--- config.mk ---
export PLATFORM = sky130hd
export DESIGN_NAME = uart_tx_fifo_flat
export DESIGN_NICKNAME = d
export VERILOG_FILES = /design/src/rtl/uart_pkg.sv /design/src/rtl/uart_tx_fifo_if.sv /design/src/rtl/sync_fifo.sv /design/src/rtl/uart_tx_fifo.sv /design/src/flat_wrapper.sv
export SDC_FILE = /design/constraint.sdc
export NUM_CORES = 1
export LEC_CHECK = 0
export CELL_PAD_IN_SITES_DETAIL_PLACEMENT = 0
export CELL_PAD_IN_SITES_GLOBAL_PLACEMENT = 1
export CORE_AREA = 2 2 144 132
export CTS_CLUSTER_SIZE = 25
export DETAILED_ROUTE_END_ITERATION = 10
export DIE_AREA = 0 0 146 134
export PLACE_DENSITY = 0.78
export SETUP_SLACK_MARGIN = 0.3
export SLEW_MARGIN = 20
export SYNTH_ARGS = -nofsm -noshare
export SYNTH_HDL_FRONTEND = slang
export SYNTH_HIERARCHICAL = 1
export SYNTH_SLANG_ARGS = --single-unit
--- constraint.sdc ---
create_clock -name clk -period 3.47 [get_ports clk]
set_input_delay 0.347 -clock clk [delete_from_list [all_inputs] [get_ports clk]]
set_output_delay 0.347 -clock clk [all_outputs]
set_load 0.01 [all_outputs]
--- src/rtl/uart_pkg.sv ---
// Shared UART types and constants, used by the transmit and receive paths.
// Latency: n/a (declarations only).
// Backpressure: n/a.
package uart_pkg;

    typedef enum logic [1:0] {
        IDLE,
        START,
        DATA,
        STOP
    } tx_state_t;

    localparam int DEFAULT_CLKS_PER_BIT = 868;
    localparam int UART_DATA_BITS       = 8;

endpackage

--- src/rtl/uart_tx_fifo_if.sv ---
// Bus-side view of the UART transmitter: write strobe/data in, serial line and status out.
// Latency: n/a (wiring only).
// Backpressure: none on the wire; writers watch tx_full, drops are flagged on tx_ovf.
// Ports: master = bus/host side, slave = uart_tx_fifo.
interface uart_tx_fifo_if
    import uart_pkg::*;
#(
    parameter int FIFO_DEPTH = 16
);
    localparam int CW = $clog2(FIFO_DEPTH) + 1;

    logic                      tx_wen;
    logic [UART_DATA_BITS-1:0] din;
    logic                      tx;
    logic                      tx_full;
    logic                      tx_empty;
    logic                      tx_busy;
    logic                      tx_ovf;
    logic [CW-1:0]             tx_count;

    modport master (
        output tx_wen, din,
        input  tx, tx_full, tx_empty, tx_busy, tx_ovf, tx_count
    );

    modport slave (
        input  tx_wen, din,
        output tx, tx_full, tx_empty, tx_busy, tx_ovf, tx_count
    );

endinterface

--- src/rtl/sync_fifo.sv ---
// Single-clock FIFO with registered occupancy count and first-word-fall-through read data.
// Latency: a pushed word is visible on pop_dat the cycle after the push edge.
// Backpressure: push ignored while full, pop ignored while empty (both judged on registered count).
// Ports: clk/rst, push/push_dat, pop/pop_dat, full, empty, count.
module sync_fifo #(
    parameter int WIDTH = 8,
    parameter int DEPTH = 16,
    localparam int AW   = $clog2(DEPTH)
) (
    input  logic             clk,
    input  logic             rst,
    input  logic             push,
    input  logic [WIDTH-1:0] push_dat,
    input  logic             pop,
    output logic [WIDTH-1:0] pop_dat,
    output logic             full,
    output logic             empty,
    output logic [AW:0]      count
);

    logic [WIDTH-1:0] mem [DEPTH];
    logic [AW-1:0]    wr_ptr;
    logic [AW-1:0]    rd_ptr;
    logic             do_push;
    logic             do_pop;

    // Fullness is taken from the registered count, so a write into a full
    // FIFO is refused even if a pop frees a slot on the same edge.
    assign full    = (count == (AW+1)'(DEPTH));
    assign empty   = (count == '0);
    assign do_push = push && !full;
    assign do_pop  = pop && !empty;
    assign pop_dat = mem[rd_ptr];

    always_ff @(posedge clk) begin
        if (do_push) begin
            mem[wr_ptr] <= push_dat;
        end
    end

    always_ff @(posedge clk) begin
        if (rst) begin
            wr_ptr <= '0;
            rd_ptr <= '0;
            count  <= '0;
        end else begin
            if (do_push) wr_ptr <= wr_ptr + 1'b1;
            if (do_pop)  rd_ptr <= rd_ptr + 1'b1;
            case ({do_push, do_pop})
                2'b10:   count <= count + 1'b1;
                2'b01:   count <= count - 1'b1;
                default: count <= count;
            endcase
        end
    end

endmodule

--- src/rtl/uart_tx_fifo.sv ---
// Buffered UART transmitter: bytes written by the bus are queued and sent as 8N1 frames, LSB first.
// Latency: write into an empty, idle block -> start bit on tx one cycle after the write edge.
// Backpressure: none; writes while full are dropped and flagged with a one-cycle tx_ovf.
// Ports: clk, Rst (sync, active-high), bus (slave modport: tx_wen/din in; tx and status out).
module uart_tx_fifo
    import uart_pkg::*;
#(
    parameter int CLKS_PER_BIT = DEFAULT_CLKS_PER_BIT,
    parameter int FIFO_DEPTH   = 16
) (
    input  logic           clk,
    input  logic           Rst,
    uart_tx_fifo_if.slave  bus
);

    localparam int BW = $clog2(CLKS_PER_BIT);
    localparam logic [BW-1:0] BAUD_LAST = BW'(CLKS_PER_BIT - 1);
    localparam logic [2:0]    BIT_LAST  = 3'(UART_DATA_BITS - 1);

    tx_state_t                 state, state_nxt;
    logic [BW-1:0]             baud_cnt, baud_nxt;
    logic [2:0]                bit_cnt, bit_nxt;
    logic [UART_DATA_BITS-1:0] shift, shift_nxt;
    logic                      tx_q, tx_nxt;

    logic                      fifo_pop;
    logic [UART_DATA_BITS-1:0] fifo_dat;
    logic                      fifo_full;
    logic                      fifo_empty;
    logic [$clog2(FIFO_DEPTH):0] fifo_count;
    logic                      bit_end;

    sync_fifo #(
        .WIDTH (UART_DATA_BITS),
        .DEPTH (FIFO_DEPTH)
    ) u_fifo (
        .clk      (clk),
        .rst      (Rst),
        .push     (bus.tx_wen),
        .push_dat (bus.din),
        .pop      (fifo_pop),
        .pop_dat  (fifo_dat),
        .full     (fifo_full),
        .empty    (fifo_empty),
        .count    (fifo_count)
    );

    assign bit_end = (baud_cnt == BAUD_LAST);

    always_ff @(posedge clk) begin
        if (Rst) begin
            state    <= IDLE;
            baud_cnt <= '0;
            bit_cnt  <= '0;
            shift    <= '0;
            tx_q     <= 1'b1;
        end else begin
            state    <= state_nxt;
            baud_cnt <= baud_nxt;
            bit_cnt  <= bit_nxt;
            shift    <= shift_nxt;
            tx_q     <= tx_nxt;
        end
    end

    // tx_nxt is the line level for the bit that begins on the coming edge,
    // so tx is registered yet changes exactly on bit boundaries.
    always_comb begin
        state_nxt = state;
        baud_nxt  = baud_cnt;
        bit_nxt   = bit_cnt;
        shift_nxt = shift;
        tx_nxt    = tx_q;
        fifo_pop  = 1'b0;
        case (state)
            IDLE: begin
                baud_nxt = '0;
                tx_nxt   = 1'b1;
                if (!fifo_empty) begin
                    fifo_pop  = 1'b1;
                    shift_nxt = fifo_dat;
                    tx_nxt    = 1'b0;
                    state_nxt = START;
                end
            end
            START: begin
                if (bit_end) begin
                    baud_nxt  = '0;
                    bit_nxt   = '0;
                    tx_nxt    = shift[0];
                    state_nxt = DATA;
                end else begin
                    baud_nxt = baud_cnt + 1'b1;
                end
            end
            DATA: begin
                if (bit_end) begin
                    baud_nxt = '0;
                    if (bit_cnt == BIT_LAST) begin
                        tx_nxt    = 1'b1;
                        state_nxt = STOP;
                    end else begin
                        bit_nxt   = bit_cnt + 3'd1;
                        shift_nxt = {1'b0, shift[UART_DATA_BITS-1:1]};
                        tx_nxt    = shift[1];
                    end
                end else begin
                    baud_nxt = baud_cnt + 1'b1;
                end
            end
            STOP: begin
                if (bit_end) begin
                    baud_nxt = '0;
                    // Chain straight into the next start bit to keep frames contiguous.
                    if (!fifo_empty) begin
                        fifo_pop  = 1'b1;
                        shift_nxt = fifo_dat;
                        tx_nxt    = 1'b0;
                        state_nxt = START;
                    end else begin
                        state_nxt = IDLE;
                    end
                end else begin
                    baud_nxt = baud_cnt + 1'b1;
                end
            end
            default: state_nxt = IDLE;
        endcase
    end

    assign bus.tx       = tx_q;
    assign bus.tx_busy  = (state != IDLE);
    assign bus.tx_full  = fifo_full;
    assign bus.tx_empty = fifo_empty && (state == IDLE);
    assign bus.tx_count = fifo_count;
    assign bus.tx_ovf   = bus.tx_wen && fifo_full && !Rst;

endmodule
--- src/flat_wrapper.sv ---
// flat-port wrapper written by rule: the top's interface ports become plain ports
module uart_tx_fifo_flat import uart_pkg::*;
#(
    parameter int CLKS_PER_BIT = DEFAULT_CLKS_PER_BIT,
    parameter int FIFO_DEPTH   = 16
)
  (clk, Rst, bus_tx_wen, bus_din, bus_tx, bus_tx_full, bus_tx_empty, bus_tx_busy, bus_tx_ovf, bus_tx_count);
  uart_tx_fifo_if #(.FIFO_DEPTH(FIFO_DEPTH)) bus_i ();
  input  logic clk;
  input  logic Rst;
  input wire logic [$bits(bus_i.tx_wen)-1:0] bus_tx_wen;
  input wire logic [$bits(bus_i.din)-1:0] bus_din;
  output wire logic [$bits(bus_i.tx)-1:0] bus_tx;
  output wire logic [$bits(bus_i.tx_full)-1:0] bus_tx_full;
  output wire logic [$bits(bus_i.tx_empty)-1:0] bus_tx_empty;
  output wire logic [$bits(bus_i.tx_busy)-1:0] bus_tx_busy;
  output wire logic [$bits(bus_i.tx_ovf)-1:0] bus_tx_ovf;
  output wire logic [$bits(bus_i.tx_count)-1:0] bus_tx_count;
  assign bus_i.tx_wen = bus_tx_wen;
  assign bus_i.din = bus_din;
  assign bus_tx = bus_i.tx;
  assign bus_tx_full = bus_i.tx_full;
  assign bus_tx_empty = bus_i.tx_empty;
  assign bus_tx_busy = bus_i.tx_busy;
  assign bus_tx_ovf = bus_i.tx_ovf;
  assign bus_tx_count = bus_i.tx_count;
  uart_tx_fifo #(.CLKS_PER_BIT(CLKS_PER_BIT), .FIFO_DEPTH(FIFO_DEPTH)) u_core (.clk(clk), .Rst(Rst), .bus(bus_i));
endmodule
==> results of run 1 <==
-- layout make-up --
class	count	area share (%)
repair buffers	34	3.77
inverters	16	0.727
multi-input cells	238	29.2
well taps	245	3.64
clock inverters	15	2.27
flip-flops and latches	169	55.4
clock buffers	17	5.05
-- registers in the layout, summed over array words and instances, names as in the netlist, named ones only --
register,flops
u_core/u_fifo/mem,128
u_core/baud_cnt,10
u_core/shift,8
u_core/u_fifo/count,5
u_core/u_fifo/rd_ptr,4
u_core/u_fifo/wr_ptr,4
u_core/bit_cnt,3
u_core/state,2
u_core/bus.tx,1
-- worst register-to-register path, stage by stage, from the launching register on --
cell and delay [ns]:
dfxtp_2 0.35, ha_2 0.20, or3b_4 0.42, nor3_4 0.16, a21oi_2 0.10, nor3_4 0.29
o21ai_4 0.09, inv_1 0.06, ha_2 0.19, xor2_2 0.15, ha_2 0.22, nor3_1 0.07
or4_1 0.49, a21oi_2 0.15
-- per-stage QoR --
| stage | power [mW] | std cells |
|---|---|---|
| 2_1_floorplan | 3.72 | 447 |
| 3_3_place_gp | 4.09 | 699 |
| 3_5_place_dp | 4.14 | 699 |
| 4_1_cts | 6.03 | 731 |
| 5_1_grt | 6.35 | 734 |
| 6_report | 6.04 | 734 |
-- worst paths after layout --
check	cells after the start	end	slack (ns)
worst min-delay path	1	u_core/baud_cnt[0]	0.44
worst max-delay path	13	u_core/u_fifo/count[2]	0.48
worst max register to register	13	u_core/u_fifo/count[2]	0.48
worst min register to register	1	u_core/baud_cnt[0]	0.44
-- power groups by stage --
stage	registers, mW	logic, mW	clock network [mW]
after global routing	2.49	1.85	2.01
final	2.46	1.70	1.87
after global placement	2.49	1.60	0
after floorplan	2.45	1.27	0
after detailed placement	2.50	1.64	0
after CTS	2.46	1.65	1.92
-- metal layers --
layer	share of wire, %	wire length (um)	up-vias	GRT usage (%)
li1	-	-	1838	-
met5	0	0	-	0
met4	0.71	95	0	5.02
met3	3.6	478	10	4.01
met1	45	5980	1961	18.9
met2	51	6860	69	24.4
-- placed cells by master, fill, tap and decap left out, drive strengths merged, types with 3 or more instances in the layout --
cell / count
edfxtp: 128
dfxtp: 41
mux4: 40
nor2: 39
inv: 21
clkdlybuf4s50: 20
clkbuf: 17
ha: 17
a21oi: 15
buf: 14
nand2: 13
xor2: 12
mux2i: 10
nor3: 10
clkinv: 10
o21ai: 8
a311oi: 7
o21a: 5
nand2b: 4
and3: 4
xnor2: 4
nand4: 4
nand3: 4
o211ai: 4
nand4b: 3
or3: 3
or4: 3
nand3b: 3
-- repair_timing --
action,4_1_cts,5_1_grt
setup endpoints to repair,1,2
pin swaps,1,3
endpoints found under the hold margin,0,0
resized for setup,0,4
buffers inserted,0,3
-- cell families (layout without fill, tap and decap cells) --
kind of cell             after synthesis  count (layout)  synth area share (%)
XOR/XNOR                              16              16                  1.92
flip-flops                           169             169                  64.0
AO/OA/AOI/OAI                         58              58                  6.32
buffers and inverters                 40              82                  2.77
multiplexers                          50              50                  15.2
AND/OR/NAND/NOR                       97              97                  6.85
adder cells (fa/ha/maj)               17              17                  2.92
==> impl_metrics.yaml, run 1 <==
die:
  dieWidth_um: 146
  die_y_um: 134
  die_area_um2: 19600
  start_util_pct: 40.2
  io_pins: 21
  coreArea_um2: 18100
  rows: 47
logic_synthesis:
  yosysTopAreaCell: "edfxtp_1"
  yosysWarnings: 6
  syn-cell-area_um2: 7280
  synth-edff-count: 128
  synth_common_cells: "edfxtp_1, dfxtp_1, nor2_1"
  synth_top_flop_cell: "edfxtp_1"
  yosys-top-cells-area: "edfxtp_1, dfxtp_1, mux4_1"
  syn_nets: 475
  ys_ff_latch: 169
  ys_seq_area_share_pct: 64.0
  avgSynthCellArea_um2: 16.3
  ys_types: 59
  netlist_instances: 447
  synth_top_area_share_pct: 52.8
  async_flop_share_pct: 0
  synth_most_common_cell: "edfxtp_1"
worst_hold_path:
  min-delay-start: "u_core/baud_cnt[0]"
  min_path_type: "flip-flop to flip-flop"
layout:
  multi_input_area_um2: 2460
  layout-drive-gt1-share_pct: 16.2
  area_growth_pct: 15.7
  n_fill_cell: 1577
  num_antenna_cells: 0
  final_util_pct: 46.5
  seq_area_um2: 4670
  nets: 504
  stdcell_area_um2: 8430
sta:
  tightest_slew_ns: 0.850
  rsz0062_at_grt: "no"
  setup_viol: 0
  slew_viol_final: 0
  timing.hold.ws_ns: 0.437
  slew_headroom_pct: 43.3
  setup_tns_ns: 0
  final_hold_viol_count: 0
  layout_min_cycle_time_ns: 2.99
  fmax_mhz: 334
  layout_setup_ws_ns: 0.476
  fin_crit_sh_pct: 86.3
  fin_skew_ns: 0.0174
run_status:
  status: "finished clean"
routing:
  firstDrtPassIters: 4
  wl_per_cell_um: 18.3
  drtIter0Drc: 362
  viasPerCell: 5.28
  drc_errors: 0
  wl_um: 13400
  final_antenna_net_count: 0
  num_vias: 3878
global_routing:
  grt_pass1_wl_um: 21900
  grt_overflow_total: 0
  grt_max_degree: 35
  antenna_found_initial: 0
  grt_pass1_vias: 3979
  grtUsageTotal_pct: 14.7
pwr:
  switching_share_pct: 31.9
  clkPwrFrac_pct: 31.0
  power_frac_seq_pct: 40.8
  p_per_area_nw_per_um2: 717
  power_frac_comb_pct: 28.2
  ir_drop_v: 0.000487
  p_int_mw: 4.11
  p_leak_nw: 2.79
  switchingPower_mw: 1.93
worst_setup_path:
  cp_common_cell: "ha_2"
  crit_start: "u_core/baud_cnt[0]"
  worstPathCellList: "ha_2 -> or3b_4 -> nor3_4 -> a21oi_2 -> nor3_4 -> o21ai_4 -> inv_1 -> ha_2 -> xor2_2 -> ha_2 -> nor3_1 -> or4_1 -> a21oi_2"
  cp_top_family: "simple AND/OR/NAND/NOR gates"
  crit_fanout: 4
  crit_type: "flip-flop to flip-flop"
  cpPeakStageDelay_ns: 0.49
  worst_setup_path_start_kind: "flip-flop"
  crit_buf_inv: 1
  critical_path.slowest_cell: "or4_1"
  critPathRequiredTime_ns: 3.84
  timing.rr.start: "u_core/baud_cnt[0]"
  end_kind: "flip-flop"
  worstPathArrival_ns: 3.37
placement:
  portBuffers: 20
  dpl_cell_area_um2: 7770
  pre_cts_ws_ns: 0.277
  routabilityCongestion: 0.761
  dp_hpwl_um: 9130
clock_network:
  root_buffer: "clkbuf_16"
  cts_tree: "built"
  cts.reportedPaths.clkPinSlew_ns: 0.07
  cts_buffer_depth: 2
  cts_sinks: 169
  cts_made_buffers: 17
  cts_max_level: 4
  clk-insertion-delay-late_ns: 0.44
  cts_hold_buf: 0
job:
  max_cap_viol_count: 0
Note: power is estimated with default switching activity, not from simulation.
==> run 2: changes to the inputs <==
ABC_AREA = 0   (was unset)
==> results of run 2 <==
Same layout as run 1: the final DEF is identical, and so are final timing and power.
==> run 3: changes to the inputs <==
GPL_ROUTABILITY_DRIVEN = 0   (was unset)
RECOVER_POWER = 100   (was unset)
==> impl_metrics.yaml, run 3 (synthesized netlist as in run 1, its figures left out) <==
worst_setup_path:
  r2r.worst_path.cells: 13
  worstPathArrival_ns: 3.50
  worst_setup_path_start_kind: "flip-flop"
  critPathRequiredTime_ns: 3.84
  end_kind: "flip-flop"
  crit_type: "flip-flop to flip-flop"
  r2r_setup_slack_ns: 0.35
  crit_fanout: 4
clock_network:
  clk-insertion-delay-late_ns: 0.44
  cts.reportedPaths.clkPinSlew_ns: 0.07
  cts_made_buffers: 17
  root_buffer: "clkbuf_16"
  cts_max_level: 4
  cts_tree: "built"
  cts_sinks: 169
  cts_buffer_depth: 2
routing:
  firstDrtPassIters: 4
  top_layer: "met4"
  wl_per_cell_um: 18.3
  wl_met3_um: 422
  wl_met2_um: 6840
  final_antenna_net_count: 0
  wl_um: 13500
  drc_errors: 0
  viasPerCell: 5.33
  wl_met1_um: 6060
  num_vias: 3912
  drtIter0Drc: 357
worst_hold_path:
  holdPathStages: 1
  min_path_type: "flip-flop to flip-flop"
global_routing:
  grt_pass1_wl_um: 21900
  antenna_found_initial: 0
  grt_max_degree: 35
  grtUsageTotal_pct: 14.7
  grt_overflow_total: 0
  grt_pass1_vias: 3979
layout:
  num_antenna_cells: 0
  layout_commonest_cell: "edfxtp_1"
  layout_common_cells: "edfxtp_1, dfxtp_1, nor2_1, mux4_1, dlygate4sd3_1"
  largest_reg_flops: 128
  nets: 504
  layout-drive-gt1-share_pct: 13.5
  max_flop_register: "u_core/u_fifo/mem"
  area_growth_pct: 14.8
  largestRegisters: "u_core/u_fifo/mem (128), u_core/baud_cnt (10), u_core/shift (8)"
sta:
  rsz0062_at_grt: "no"
  slew_viol_final: 0
  layout_min_cycle_time_ns: 3.12
  timing.hold.ws_ns: 0.477
  fmax_mhz: 320
  tightest_slew_ns: 0.881
  slew_headroom_pct: 41.3
  fin_skew_ns: 0.0186
  fin_crit_sh_pct: 90.0
  setup_tns_ns: 0
  setup_viol: 0
  final_hold_viol_count: 0
die:
  coreArea_um2: 18100
  dieWidth_um: 146
  start_util_pct: 40.2
  io_pins: 21
  die_y_um: 134
  die_area_um2: 19600
  rows: 47
pwr:
  p_leak_nw: 2.78
  p_total_mw: 5.96
  ir_drop_v: 0.000484
  p_per_area_nw_per_um2: 712
placement:
  portBuffers: 20
  dp_hpwl_um: 9130
job:
  max_cap_viol_count: 0
run_status:
  status: "finished clean"
## run 3: changes by cell type in the layout (fill, tap and decap cells not counted), sizes merged
cell / before / now
buf: 14 / 7
dlygate4sd3: 0 / 18
clkdlybuf4s50: 20 / 2
clkbuf: 17 / 24
## run 3: timing repair
item / CTS / global route
endpoints found under the hold margin: 0 / 0
pin swaps: 1 / 3
buffers inserted: 0 / 3
endpoints found under the setup margin: 1 / 2
gates resized for setup: 0 / 4
hold buffers: 0 / 0
## run 3: layout make-up
type                            instances  area [um^2]
Inverter                               16         61.3
Clock buffer                           17          425
Timing Repair Buffer                   34          280
Tap cell                              245          307
Clock inverter                         15          191
Fill cell                            1594         9750
Multi-Input combinational cell        238         2430
Sequential cell                       169         4670
## run 3: stage by stage
step | cells | setup slack, ns | util [%] | area, um^2
floorplan | 447 | 0.302 | - | 7320
global placement | 699 | 0.418 | 42.9 | 7770
detailed placement | 699 | 0.277 | 42.9 | 7770
CTS | 731 | 0.322 | 46.3 | 8390
global route | 734 | 0.171 | 46.2 | 8360
finish | 734 | 0.346 | 46.2 | 8360
## run 3: critical path, stage by stage (launching register included)
cell and delay [ns]:
dfxtp_1 0.37, ha_1 0.22, or3b_1 0.46, nor3_4 0.17, a21oi_1 0.13, nor3_4 0.30
o21ai_4 0.09, inv_1 0.06, ha_2 0.19, xor2_2 0.15, ha_2 0.22, nor3_1 0.07
or4_1 0.49, a21oi_2 0.16
## run 3: path summary, 6_finish.rpt
kind | startpoint | end
setup reg to reg | u_core/baud_cnt[0] | u_core/u_fifo/count[2]
setup / recovery | u_core/baud_cnt[0] | u_core/u_fifo/count[2]
hold reg to reg | u_core/bus.tx | u_core/bus.tx
hold / removal | u_core/bus.tx | u_core/bus.tx
## run 3: layer usage
layer / vias up / track usage [%]
met5: - / 0
met3: 17 / 4.01
met2: 68 / 24.4
met4: 0 / 5.02
met1: 1988 / 18.9
li1: 1839 / -
## run 3: power by group
group | leakage [nW] | internal, mW | switching [mW]
clock network | 0.298 | 0.979 | 0.891
registers | 1.49 | 2.32 | 0.135
logic | 0.997 | 0.739 | 0.890
total | 2.78 | 4.04 | 1.92
